## src/rtl/agdc_pkg.sv

```systemverilog
// Shared definitions for the garage door controller: state codes and
// motion-direction encoding.
package agdc_pkg;

  // 3-bit state codes; the numeric values are visible on the State debug port.
  typedef enum logic [2:0] {
    ST_IDLE  = 3'd0,
    ST_MV_UP = 3'd1,
    ST_MV_DN = 3'd2,
    ST_HALT  = 3'd3,
    ST_FAULT = 3'd4
  } state_e;

  localparam logic DIR_UP = 1'b1;
  localparam logic DIR_DN = 1'b0;

  // True for the two motor-on states.
  function automatic logic is_moving(input state_e s);
    return (s == ST_MV_UP) || (s == ST_MV_DN);
  endfunction

endpackage

```

## src/rtl/agdc_act_sync.sv

```systemverilog
// Push-button front end: SYNC_STAGES-deep synchroniser for the asynchronous
// Activate level, followed by a rising-edge detector. o_act_pulse is high for
// one cycle per button press.
module agdc_act_sync #(
  parameter int SYNC_STAGES = 2
) (
  input  logic i_clk,
  input  logic i_rst,
  input  logic i_activate,
  output logic o_act_pulse
);

  logic [SYNC_STAGES-1:0] r_sync;
  logic                   r_prev;

  // Shift the raw level through the synchroniser and keep one delayed copy
  // of the synchronised level for edge detection.
  always_ff @(posedge i_clk) begin
    if (i_rst) begin
      r_sync <= '0;
      r_prev <= 1'b0;
    end else begin
      r_sync <= {r_sync[SYNC_STAGES-2:0], i_activate};
      r_prev <= r_sync[SYNC_STAGES-1];
    end
  end

  // Because the flops clear on reset, a button held through reset still
  // produces exactly one pulse once reset is released.
  assign o_act_pulse = r_sync[SYNC_STAGES-1] & ~r_prev;

endmodule

```

## src/rtl/agdc_multimode_ctrl.sv

```systemverilog
// Garage door controller with pause, obstacle reversal, motion watchdog and
// latched fault. Motor commands are registered Moore outputs.
// Optional feature: define AGDC_AUTO_CLOSE_EN to build the auto-close counter,
// which starts closing a door left fully open for AUTO_CLOSE_CYCLES cycles.
//
// state    | meaning
// ---------+------------------------------------------------------------
// ST_IDLE  | motor off, waiting for a button press (or auto-close)
// ST_MV_UP | motor driving the door open
// ST_MV_DN | motor driving the door closed
// ST_HALT  | paused mid-travel; next press reverses the last direction
// ST_FAULT | latched error; only reset leaves this state
module agdc_multimode_ctrl
  import agdc_pkg::*;
#(
  parameter int MOVE_TIMEOUT      = 1000,
  parameter int AUTO_CLOSE_CYCLES = 5000,
  parameter int SYNC_STAGES       = 2
) (
  input  logic       CLK,
  input  logic       RST,
  input  logic       Activate,
  input  logic       UP_Max,
  input  logic       DN_Max,
  input  logic       Obstacle,
  output logic       UP_M,
  output logic       DN_M,
  output logic       Fault,
  output logic [2:0] State
);

  localparam int            TW      = $clog2(MOVE_TIMEOUT + 1);
  localparam logic [TW-1:0] TO_LAST = TW'(MOVE_TIMEOUT - 1);

  if (MOVE_TIMEOUT < 2 || AUTO_CLOSE_CYCLES < 1 || SYNC_STAGES < 2) begin : g_bad_param
    $error("agdc_multimode_ctrl: parameter out of range");
  end

  state_e        r_state;
  state_e        w_next;
  logic          r_up_m;
  logic          r_dn_m;
  logic          r_fault;
  logic          r_last_dir;
  logic [TW-1:0] r_move_tmr;
  logic          w_act;
  logic          w_timeout;
  logic          w_enter_move;
  logic          w_ac_done;

  agdc_act_sync #(
    .SYNC_STAGES(SYNC_STAGES)
  ) u_act_sync (
    .i_clk      (CLK),
    .i_rst      (RST),
    .i_activate (Activate),
    .o_act_pulse(w_act)
  );

`ifdef AGDC_AUTO_CLOSE_EN
  localparam int            AW      = $clog2(AUTO_CLOSE_CYCLES + 1);
  localparam logic [AW-1:0] AC_LAST = AW'(AUTO_CLOSE_CYCLES - 1);

  logic [AW-1:0] r_ac_cnt;
  logic          w_ac_open;

  assign w_ac_open = (r_state == ST_IDLE) && UP_Max && !DN_Max;
  assign w_ac_done = w_ac_open && (r_ac_cnt == AC_LAST);

  // Count cycles spent idle with the door fully open; any press, leaving the
  // open condition, or the auto-close itself restarts the count.
  always_ff @(posedge CLK) begin
    if (RST || !w_ac_open || w_act || w_ac_done) begin
      r_ac_cnt <= '0;
    end else begin
      r_ac_cnt <= r_ac_cnt + AW'(1);
    end
  end
`else
  assign w_ac_done = 1'b0;
`endif

  assign w_timeout    = (r_move_tmr == TO_LAST);
  assign w_enter_move = is_moving(w_next) && (w_next != r_state);

  // Next-state decode; limit inputs are checked ahead of the button so a
  // press that coincides with reaching a limit is dropped.
  always_comb begin
    w_next = r_state;
    if (UP_Max && DN_Max) begin
      w_next = ST_FAULT;
    end else begin
      case (r_state)
        ST_IDLE: begin
          if (w_act)          w_next = UP_Max ? ST_MV_DN : ST_MV_UP;
          else if (w_ac_done) w_next = ST_MV_DN;
        end
        ST_MV_UP: begin
          if (UP_Max)         w_next = ST_IDLE;
          else if (w_act)     w_next = ST_HALT;
          else if (w_timeout) w_next = ST_FAULT;
        end
        ST_MV_DN: begin
          if (DN_Max)         w_next = ST_IDLE;
          else if (Obstacle)  w_next = ST_MV_UP;
          else if (w_act)     w_next = ST_HALT;
          else if (w_timeout) w_next = ST_FAULT;
        end
        ST_HALT: begin
          if (w_act) w_next = (r_last_dir == DIR_UP) ? ST_MV_DN : ST_MV_UP;
        end
        ST_FAULT: w_next = ST_FAULT;
        default:  w_next = ST_IDLE;
      endcase
    end
  end

  // State register, registered motor/fault outputs, direction memory and
  // motion watchdog timer.
  always_ff @(posedge CLK) begin
    if (RST) begin
      r_state    <= ST_IDLE;
      r_up_m     <= 1'b0;
      r_dn_m     <= 1'b0;
      r_fault    <= 1'b0;
      r_last_dir <= DIR_DN;
      r_move_tmr <= '0;
    end else begin
      r_state <= w_next;
      r_up_m  <= (w_next == ST_MV_UP);
      r_dn_m  <= (w_next == ST_MV_DN);
      r_fault <= (w_next == ST_FAULT);
      if (w_enter_move) begin
        r_last_dir <= (w_next == ST_MV_UP) ? DIR_UP : DIR_DN;
      end
      if (w_enter_move || !is_moving(w_next)) begin
        r_move_tmr <= '0;
      end else begin
        r_move_tmr <= r_move_tmr + TW'(1);
      end
    end
  end

  assign UP_M  = r_up_m;
  assign DN_M  = r_dn_m;
  assign Fault = r_fault;
  assign State = r_state;

endmodule

```

## config.mk

```make
export PLATFORM = sky130hd
export DESIGN_NAME = agdc_multimode_ctrl
export DESIGN_NICKNAME = d
export VERILOG_FILES = /design/src/rtl/agdc_pkg.sv /design/src/rtl/agdc_act_sync.sv /design/src/rtl/agdc_multimode_ctrl.sv
export SDC_FILE = /design/constraint.sdc
export NUM_CORES = 1
export LEC_CHECK = 0
export ABC_CLOCK_PERIOD_IN_PS = 6410
export BUFFER_PORTS_ARGS = -buffer_cell sky130_fd_sc_hd__buf_2
export CORE_MARGIN = 4
export CORE_UTILIZATION = 60
export CTS_BUF_LIST = sky130_fd_sc_hd__clkbuf_4 sky130_fd_sc_hd__clkbuf_8
export CTS_CLUSTER_SIZE = 25
export DETAILED_ROUTE_END_ITERATION = 10
export GPL_TIMING_DRIVEN = 0
export MAX_ROUTING_LAYER = met4
export PLACE_DENSITY = 0.87
export SYNTH_ARGS = -nofsm -noshare
export SYNTH_HDL_FRONTEND = slang
export SYNTH_HIERARCHICAL = 1
export SYNTH_SLANG_ARGS = --single-unit
```

## constraint.sdc

```tcl
create_clock -name CLK -period 6.41 [get_ports CLK]
set_input_delay 0.9615 -clock CLK [delete_from_list [all_inputs] [get_ports CLK]]
set_output_delay 0.9615 -clock CLK [all_outputs]
set_load 0.005 [all_outputs]
```

After elaboration in Yosys (flattened, before gate mapping)
Cells that the tools add are included.
- register bits after elaboration: 20
- input port bits: 6
- output and inout bits: 6
- logic and storage cells: 39
- add/subtract/negate cells: 1
- eq/ne operators: 9
- multiplexer cells: 12
- bitwise operators: 2
- reduce and logical (&&, ||, !) cells: 7
- operators with widths (cell ; count):
    $mux W3 ; 8
    $pmux W3 S5 ; 1
    $add A10 B1 Y10 const B ; 1
    $eq A10 B10 Y1 const B ; 1
    $eq A3 B2 Y1 const B ; 3
    $eq A3 B1 Y1 const B ; 2
    $eq A3 B3 Y1 const B ; 2
    $mux W2 ; 2
    $logic_not A3 Y1 ; 1
    $ne A3 B3 Y1 ; 1
    $logic_and A1 B1 Y1 ; 2
    $logic_or A1 B1 Y1 ; 2
    $reduce_or A2 Y1 ; 1
    $and A1 B1 Y1 ; 1
    $logic_not A1 Y1 ; 1
    $mux W1 ; 1
    $not A1 Y1 ; 1

Longest topological paths before layout
Gate-level depths: netlist of the first run.
- depth in word-level cells: 12
- depth in mapped cells: 8
- gate-level depth less buffers: 7

Hierarchy
Netlist of the first run, hierarchy kept.
- by module, submodules not included (module ; times used ; cells each ; area each (sq um) ; sequential area each (sq um)):
    agdc_multimode_ctrl ; 1 ; 101 ; 969.7 ; 340.3
    agdc_act_sync ; 1 ; 7 ; 87.6 ; 60.1

Worst setup path after synthesis of the first run
Ideal clock, no wire load.
- path kind: input to register
- start: input port Obstacle
- end: register r_move_tmr[4]
- library setup time: 62 ps
- arrival: 2441 ps
- required time: 6348 ps
- path slack: 3907 ps
- cell stages on the path: 7
- buffers on the path: 1
- cells stage by stage: nor4b_2 o21bai_1 o221a_2 a311o_1 a221o_1 buf_6 nor2_2
- cells in the longest elaborated chain, start to end: 9
- elaborated cells between the ends (all ways): 12
- classes of those cells: eq/ne: 3; mux: 4; reduce/logical: 5
- ends and longest elaborated chain (item ; RTL line ; RTL):
    start: declaration ; agdc_multimode_ctrl.sv:25 ; input logic Obstacle,
    $mux W3 * ; agdc_multimode_ctrl.sv:105 ; else if (Obstacle) w_next = ST_MV_UP;
    $mux W3 * ; agdc_multimode_ctrl.sv:104 ; if (DN_Max) w_next = ST_IDLE;
    $pmux W3 S5 * ; agdc_multimode_ctrl.sv:93 ; case (r_state)
    $mux W3 * ; agdc_multimode_ctrl.sv:90 ; if (UP_Max && DN_Max) begin
    $eq A3 B1 Y1 or $eq A3 B2 Y1 (tied branches) ; agdc_pkg.sv:19 ; return (s == ST_MV_UP) || (s == ST_MV_DN);
    $logic_or A1 B1 Y1 ; agdc_pkg.sv:19 ;
    $logic_and A1 B1 Y1 or $logic_not A1 Y1 (tied branches) ; agdc_multimode_ctrl.sv:84, agdc_multimode_ctrl.sv:136 ;
    $logic_or A1 B1 Y1 * ; agdc_multimode_ctrl.sv:136 ; if (w_enter_move || !is_moving(w_next)) begin
    $reduce_or A2 Y1 (no line) * ; - ;
    end signal: assignment ; agdc_multimode_ctrl.sv:139 ; r_move_tmr <= r_move_tmr + TW'(1);
    end: declaration ; agdc_multimode_ctrl.sv:45 ; logic [TW-1:0] r_move_tmr;
Mark *: on every way between the ends. The rest lies on a longest branch, timed or not.
A chain may end at the register's enable or synchronous reset.

Worst setup path after layout of the first run
- start: input port UP_Max
- end: register r_move_tmr[4]
- cells in the longest elaborated chain, start to end: 9
- elaborated cells between the ends (all ways): 14
- classes of those cells: eq/ne: 3; mux: 5; reduce/logical: 6
- ends and longest elaborated chain (item ; RTL line ; RTL):
    start: declaration ; agdc_multimode_ctrl.sv:23 ; input logic UP_Max,
    $mux W2 ; agdc_multimode_ctrl.sv:95 ; if (w_act) w_next = UP_Max ? ST_MV_DN : ST_MV_UP;
    $mux W3 ; agdc_multimode_ctrl.sv:95 ;
    $pmux W3 S5 ; agdc_multimode_ctrl.sv:93 ;
    $mux W3 * ; agdc_multimode_ctrl.sv:90 ;
    $eq A3 B1 Y1 or $eq A3 B2 Y1 (tied branches) ; agdc_pkg.sv:19 ;
    $logic_or A1 B1 Y1 ; agdc_pkg.sv:19 ;
    $logic_and A1 B1 Y1 or $logic_not A1 Y1 (tied branches) ; agdc_multimode_ctrl.sv:84, agdc_multimode_ctrl.sv:136 ;
    $logic_or A1 B1 Y1 * ; agdc_multimode_ctrl.sv:136 ;
    $reduce_or A2 Y1 (no line) * ; - ;
Marked as above.

==> results of run 1 <==
-- worst max-delay path, cell delays in order --
cell and delay [ps]:
buf_2 160, nor3b_2 250, o21bai_1 170, o32ai_1 490, o21ai_0 220, a221o_1 370, buf_6 160, nor2_2 90
-- path summary, 6_finish.rpt --
path	from	slack, ps	endpoint
max	UP_Max	3770	r_move_tmr[4]
min	u_act_sync/r_sync[0]	470	u_act_sync/r_sync[1]
max reg2reg	u_act_sync/r_sync[1]	3980	r_move_tmr[4]
min reg2reg	u_act_sync/r_sync[0]	470	u_act_sync/r_sync[1]
-- state kept, by name, summed over array words and instances, names as in the netlist --
register,flops
DN_M,1
Fault,1
State,3
UP_M,1
r_last_dir,1
r_move_tmr,10
u_act_sync/r_prev,1
u_act_sync/r_sync,2
-- cell type report --
cell class | instances | area [µm²]
well taps | 16 | 20.02
multi-input cells | 82 | 615.6
fillers | 113 | 407.9
plain buffers | 4 | 33.78
repair buffers | 11 | 55.05
inverters | 2 | 7.507
flip-flops and latches | 20 | 400.4
clock buffers | 4 | 36.28
-- per-layer routing --
metal	global-route usage, %	wire length (µm)
met4	10.60	48
met3	4.217	114
met5	-	0
met2	27.31	966
met1	23.08	939
-- logic make-up after synthesis --
group / synth area share [%]
flops: 37.87
compound gates: 16.21
simple gates: 34.20
fa+ha+maj: 1.183
xor+xnor: 6.627
buf+inv: 3.905
-- power groups by stage --
| stage | clock network (W) | registers [W] | logic, W |
|---|---|---|---|
| global placement | 0 | 0.000131 | 0.0000188 |
| finish | 0.0000756 | 0.000128 | 0.0000198 |
| floorplan | 0 | 0.000131 | 0.0000121 |
| global route | 0.0000831 | 0.000128 | 0.0000217 |
| detailed placement | 0 | 0.000131 | 0.0000193 |
| CTS | 0.0000752 | 0.000128 | 0.0000196 |
-- Yosys cell counts, types with 2 or more instances --
cell type	number	area [µm²]
dfxtp_1	20	400.4
xnor2_1	5	43.79
nand3_1	4	20.02
nor4_1	2	12.51
nor3b_2	2	25.02
nand2_1	4	15.01
o21ai_0	3	15.01
and3_1	3	18.77
nor2b_2	2	17.52
nor2b_1	3	18.77
inv_1	2	7.510
o32ai_1	2	17.52
nor2_2	11	68.82
or3_1	2	12.51
a21oi_1	3	15.01
xor2_1	3	26.28
nor2_1	8	30.03
buf_6	2	22.52
-- stage by stage --
step           hold slack [ps]  instance area (µm²)  power (W)  cells  util (%)
2_1_floorplan            413.8                 1057  0.0001428    108         -
3_3_place_gp             429.0                 1132  0.0001495    135     71.83
3_5_place_dp             429.2                 1132  0.0001501    135     71.83
4_1_cts                  466.8                 1169  0.0002228    139     74.13
5_1_grt                  489.2                 1169  0.0002332    139     74.13
6_report                 466.7                 1169  0.0002233    139     74.13
==> impl_metrics.env, run 1 <==
export IMPL_status="complete, no violations"
export IMPL_avgSynthCellArea_um2=9.789
export IMPL_internal_power_w=0.0001694
export IMPL_first_iter_violations=21
export IMPL_synth_edf_count=0
export IMPL_yosys_warnings=6
export IMPL_antenna_found_initial=0
export IMPL_nets=131
export IMPL_synth_area_mm2=0.001057
export IMPL_cts_sinks=20
export IMPL_synthArstFlopShare_pct=0
export IMPL_endpoint_kind="flop"
export IMPL_power_density_mw_per_mm2=191.1
export IMPL_period_share_pct=41.11
export IMPL_io_pins=12
export IMPL_tightest_slew_ps=485.4
export IMPL_finalHoldViolations=0
export IMPL_p_seq_share_pct=57.3
export IMPL_ys_flop_type="dfxtp_1"
export IMPL_comb_power_share_pct=8.9
export IMPL_cts_tree="built"
export IMPL_totalWireLength_um=2068
export IMPL_worst_ep_required_time_ps=6670
export IMPL_path_class="input pin to flop"
export IMPL_yosysSeqAreaShare_pct=37.87
export IMPL_ctsHtreeMaxLevel=1
export IMPL_dr_pass1_iters=4
export IMPL_fin_ws_ps=3775
export IMPL_p_sw_share_pct=24.14
export IMPL_numCtsBuffers=3
export IMPL_io_buffers=11
export IMPL_grt_max_degree=12
export IMPL_clk_path_buf_depth=2
export IMPL_ctsResizeCount=0
export IMPL_core_area_mm2=0.001577
export IMPL_wl_per_cell_um=14.88
export IMPL_maxSlewViolCount=0
export IMPL_clockPowerShare_pct=33.9
export IMPL_insertion_delay_ps=310
export IMPL_setup_viol=0
export IMPL_mostFrequentLayoutCells="20 x dfxtp_1, 11 x nor2_2, 11 x buf_2"
export IMPL_layout_min_cycle_time_ps=2635
export IMPL_peakVddDrop_uv=135.0
export IMPL_rr_worst_depth=8
export IMPL_crit_arrival_ps=2890
export IMPL_vias_per_cell=6.137
export IMPL_finalSetupTns_ps=0
export IMPL_grt_usage_pct=18.53
export IMPL_final_layout_size_suffix_gt1_share_pct=32.52
export IMPL_die_y_um=49.98
export IMPL_root_buffer="clkbuf_4"
export IMPL_grt_pass1_wl_um=3450
export IMPL_place_ws_ps=3505
export IMPL_syn_num_nets=115
export IMPL_dieArea_mm2=0.002498
export IMPL_synth_distinct_cells=45
export IMPL_relSlewSlack_pct=67.54
export IMPL_cp_start_kind="input pin"
export IMPL_ant_nets=0
export IMPL_place_congestion=0.8742
export IMPL_fmax_mhz=379.5
export IMPL_gr_total_overflow=0
export IMPL_maxCapViolations=0
export IMPL_hold_path_depth=1
export IMPL_num_vias=853
export IMPL_diodes=0
export IMPL_rows=14
export IMPL_clk_pin_slew_ps=110
export IMPL_synth_seq_cells=20
export IMPL_area_growth_pct=10.53
export IMPL_hold_path_class="flop to flop"
export IMPL_final_common_cell="dfxtp_1"
export IMPL_dieWidth_um=49.98
export IMPL_ctsHoldBuffers=0
export IMPL_syn_inst=108
export IMPL_cp_max_fo=10
export IMPL_post_route_drc_count=0
export IMPL_dp_hpwl_um=1499
export IMPL_fin_worst_skew_ps=7.965
export IMPL_floorplan_initialDensity_pct=67.06
export IMPL_rsz0062_at_grt="false"
export IMPL_leakage_nw=0.4417
export IMPL_grt_pass1_vias=801
export IMPL_postCtsSetupRepairBufs=0
export IMPL_p_sw_w=0.00005391
Note: power is estimated with default switching activity, not from simulation.
==> run 2: changes to the inputs <==
- ABC_CLOCK_PERIOD_IN_PS: 6410 -> 2200
- CORE_UTILIZATION: 60 -> 53
- PLACE_DENSITY: 0.87 -> 0.81
- clock period: 6.41 -> 2.2 ns (I/O delays scaled with it)
==> run 2 against run 1 <==
- the flow now finishes with violations (setup timing)
- die area increased by 11%
- global-route usage increased by 1.1 points
- sequential cell count unchanged
- critical path type is now flop to flop
- highest routed layer unchanged
==> impl_metrics.env, run 2 (same netlist as run 1, synthesis figures left out) <==
export IMPL_status="complete, but fails checks"
export IMPL_violations="setup timing"
export IMPL_dp_hpwl_um=1471
export IMPL_top_layer_used="met4"
export IMPL_peakVddDrop_uv=408.9
export IMPL_grt_pass1_wl_um=3912
export IMPL_comb_power_share_pct=9.5
export IMPL_fin_worst_skew_ps=1.684
export IMPL_place_inst=144
export IMPL_largest_reg_flops=10
export IMPL_cp_start_kind="flop"
export IMPL_rsz0062_at_grt="true"
export IMPL_grt_pass1_vias=856
export IMPL_totalWireLength_um=2485
export IMPL_dieArea_mm2=0.002774
export IMPL_wl_per_cell_um=16.14
export IMPL_diodes=0
export IMPL_numCtsBuffers=3
export IMPL_clk_pin_slew_ps=110
export IMPL_ctsHtreeMaxLevel=1
export IMPL_root_buffer="clkbuf_4"
export IMPL_mostFrequentLayoutCells="12 x dfxtp_1, 11 x buf_2, 10 x nor2_2"
export IMPL_ctsHoldBuffers=0
export IMPL_clk_path_buf_depth=2
export IMPL_maxSlewViolCount=0
export IMPL_period_share_pct=100.1
export IMPL_io_buffers=11
export IMPL_antenna_found_initial=0
export IMPL_power_w=0.0007447
export IMPL_tightest_slew_ps=433.4
export IMPL_grt_usage_pct=19.67
export IMPL_finalSetupTns_ps=-1.544
export IMPL_worst_ep_required_time_ps=2450
export IMPL_p_seq_share_pct=50.1
export IMPL_regToRegStartpoint="State[0]"
export IMPL_rr_endpoint="r_move_tmr[6]"
export IMPL_dieWidth_um=52.67
export IMPL_hold_end="u_act_sync/r_sync[0]"
export IMPL_min_delay_start="Activate"
export IMPL_ant_nets=0
export IMPL_fmax_mhz=454.2
export IMPL_die_y_um=52.67
export IMPL_wl_met1_um=1113
export IMPL_area_growth_pct=25.80
export IMPL_internal_power_w=0.0005840
export IMPL_crit_arrival_ps=2450
export IMPL_setup_viol=1
export IMPL_clockPowerShare_pct=40.4
export IMPL_layout_min_cycle_time_ps=2202
export IMPL_p_sw_share_pct=21.58
export IMPL_rows=15
export IMPL_final_util_pct=73.82
export IMPL_wl_met2_um=1150
export IMPL_cts_tree="built"
export IMPL_floorplan_initialDensity_pct=58.68
export IMPL_maxCapViolations=0
export IMPL_fin_ws_ps=-1.544
export IMPL_cp_max_fo=10
export IMPL_insertion_delay_ps=310
export IMPL_relSlewSlack_pct=71.10
export IMPL_reg2reg_setup_slack_ps=-2
export IMPL_path_class="flop to flop"
export IMPL_gr_total_overflow=0
export IMPL_io_pins=12
export IMPL_wl_met3_um=119
export IMPL_grt_max_degree=13
export IMPL_leakage_nw=0.5037
export IMPL_final_common_cell="dfxtp_1"
export IMPL_stdcell_count=154
export IMPL_first_iter_violations=39
export IMPL_hold_path_depth=2
export IMPL_finalHoldViolations=0
export IMPL_dr_pass1_iters=4
export IMPL_nets=137
export IMPL_power_density_mw_per_mm2=559.9
export IMPL_num_vias=900
export IMPL_endpoint_kind="flop"
export IMPL_place_congestion=0.8198
export IMPL_final_layout_size_suffix_gt1_share_pct=44.96
export IMPL_core_area_mm2=0.001802
export IMPL_post_route_drc_count=0
export IMPL_hold_path_class="input pin to flop"
export IMPL_vias_per_cell=5.844
export IMPL_cts_sinks=20
export IMPL_top_register="r_move_tmr"
export IMPL_rr_worst_depth=8
export IMPL_p_sw_w=0.0001607
run 2: cell types whose count changed in the layout (fill, tap and decap cells not counted), sizes merged:
cell / change
buf: +6
bufinv: +1
clkbuf: -1
run 2: layout make-up:
| cell class | count | area (µm²) |
|---|---|---|
| Buffer | 4 | 41.29 |
| Multi-Input combinational cell | 82 | 684.4 |
| Clock buffer | 3 | 22.52 |
| Tap cell | 25 | 31.28 |
| Sequential cell | 20 | 412.9 |
| Timing Repair Buffer | 17 | 100.1 |
| Clock inverter | 1 | 30.03 |
| Inverter | 2 | 7.507 |
| Fill cell | 127 | 471.7 |
run 2: stage by stage:
step	worst slack, ps	area [µm²]	hold slack, ps
after floorplan	112.7	1057	401.6
after global placement	-69.33	1144	427.8
after detailed placement	-112.3	1144	437.6
after CTS	3.079	1284	224.9
after global routing	-76.69	1330	228.3
final	-1.544	1330	226.4
run 2: critical path, cell delays in order (launching register included):
cell      delay, ps
dfxtp_2         360
buf_8           140
nor4b_4         270
o21bai_2        140
o221a_2         280
a311o_1         360
a221o_1         320
buf_6           160
nor2_2          110
run 2: power groups by stage:
stage | Sequential, W | Combinational, W | Clock, W
floorplan | 0.000381 | 0.0000353 | 0
global placement | 0.000381 | 0.0000547 | 0
detailed placement | 0.000381 | 0.0000560 | 0
CTS | 0.000372 | 0.0000634 | 0.000302
global route | 0.000374 | 0.0000758 | 0.000331
finish | 0.000373 | 0.0000705 | 0.000301
run 2: timing repair:
| action | CTS | global route |
|---|---|---|
| resized for setup | 14 | 9 |
| pin swaps | 3 | 5 |
| endpoints found under the setup margin | 10 | 10 |
| endpoints found under the hold margin | 0 | 0 |
| setup buffers | 3 | 3 |
run 2: worst max path at each step:
stage                          from       endpoint  slack [ps]  cells past startpoint
2_1_floorplan  u_act_sync/r_sync[1]  r_move_tmr[4]         110                      8
3_3_place_gp   u_act_sync/r_sync[1]  r_move_tmr[9]         -70                      8
3_5_place_dp   u_act_sync/r_sync[1]  r_move_tmr[9]        -110                      8
4_1_cts        u_act_sync/r_sync[1]  r_move_tmr[5]           3                      8
5_1_grt                    State[0]  r_move_tmr[6]         -80                      8
6_report                   State[0]  r_move_tmr[6]          -2                      8
run 2: per-layer routing:
| metal | GRT usage [%] | vias to the layer above |
|---|---|---|
| met5 | - | - |
| met4 | 11.06 | 0 |
| met3 | 3.134 | 13 |
| met2 | 30.17 | 33 |
| met1 | 24.44 | 420 |
| li1 | - | 434 |
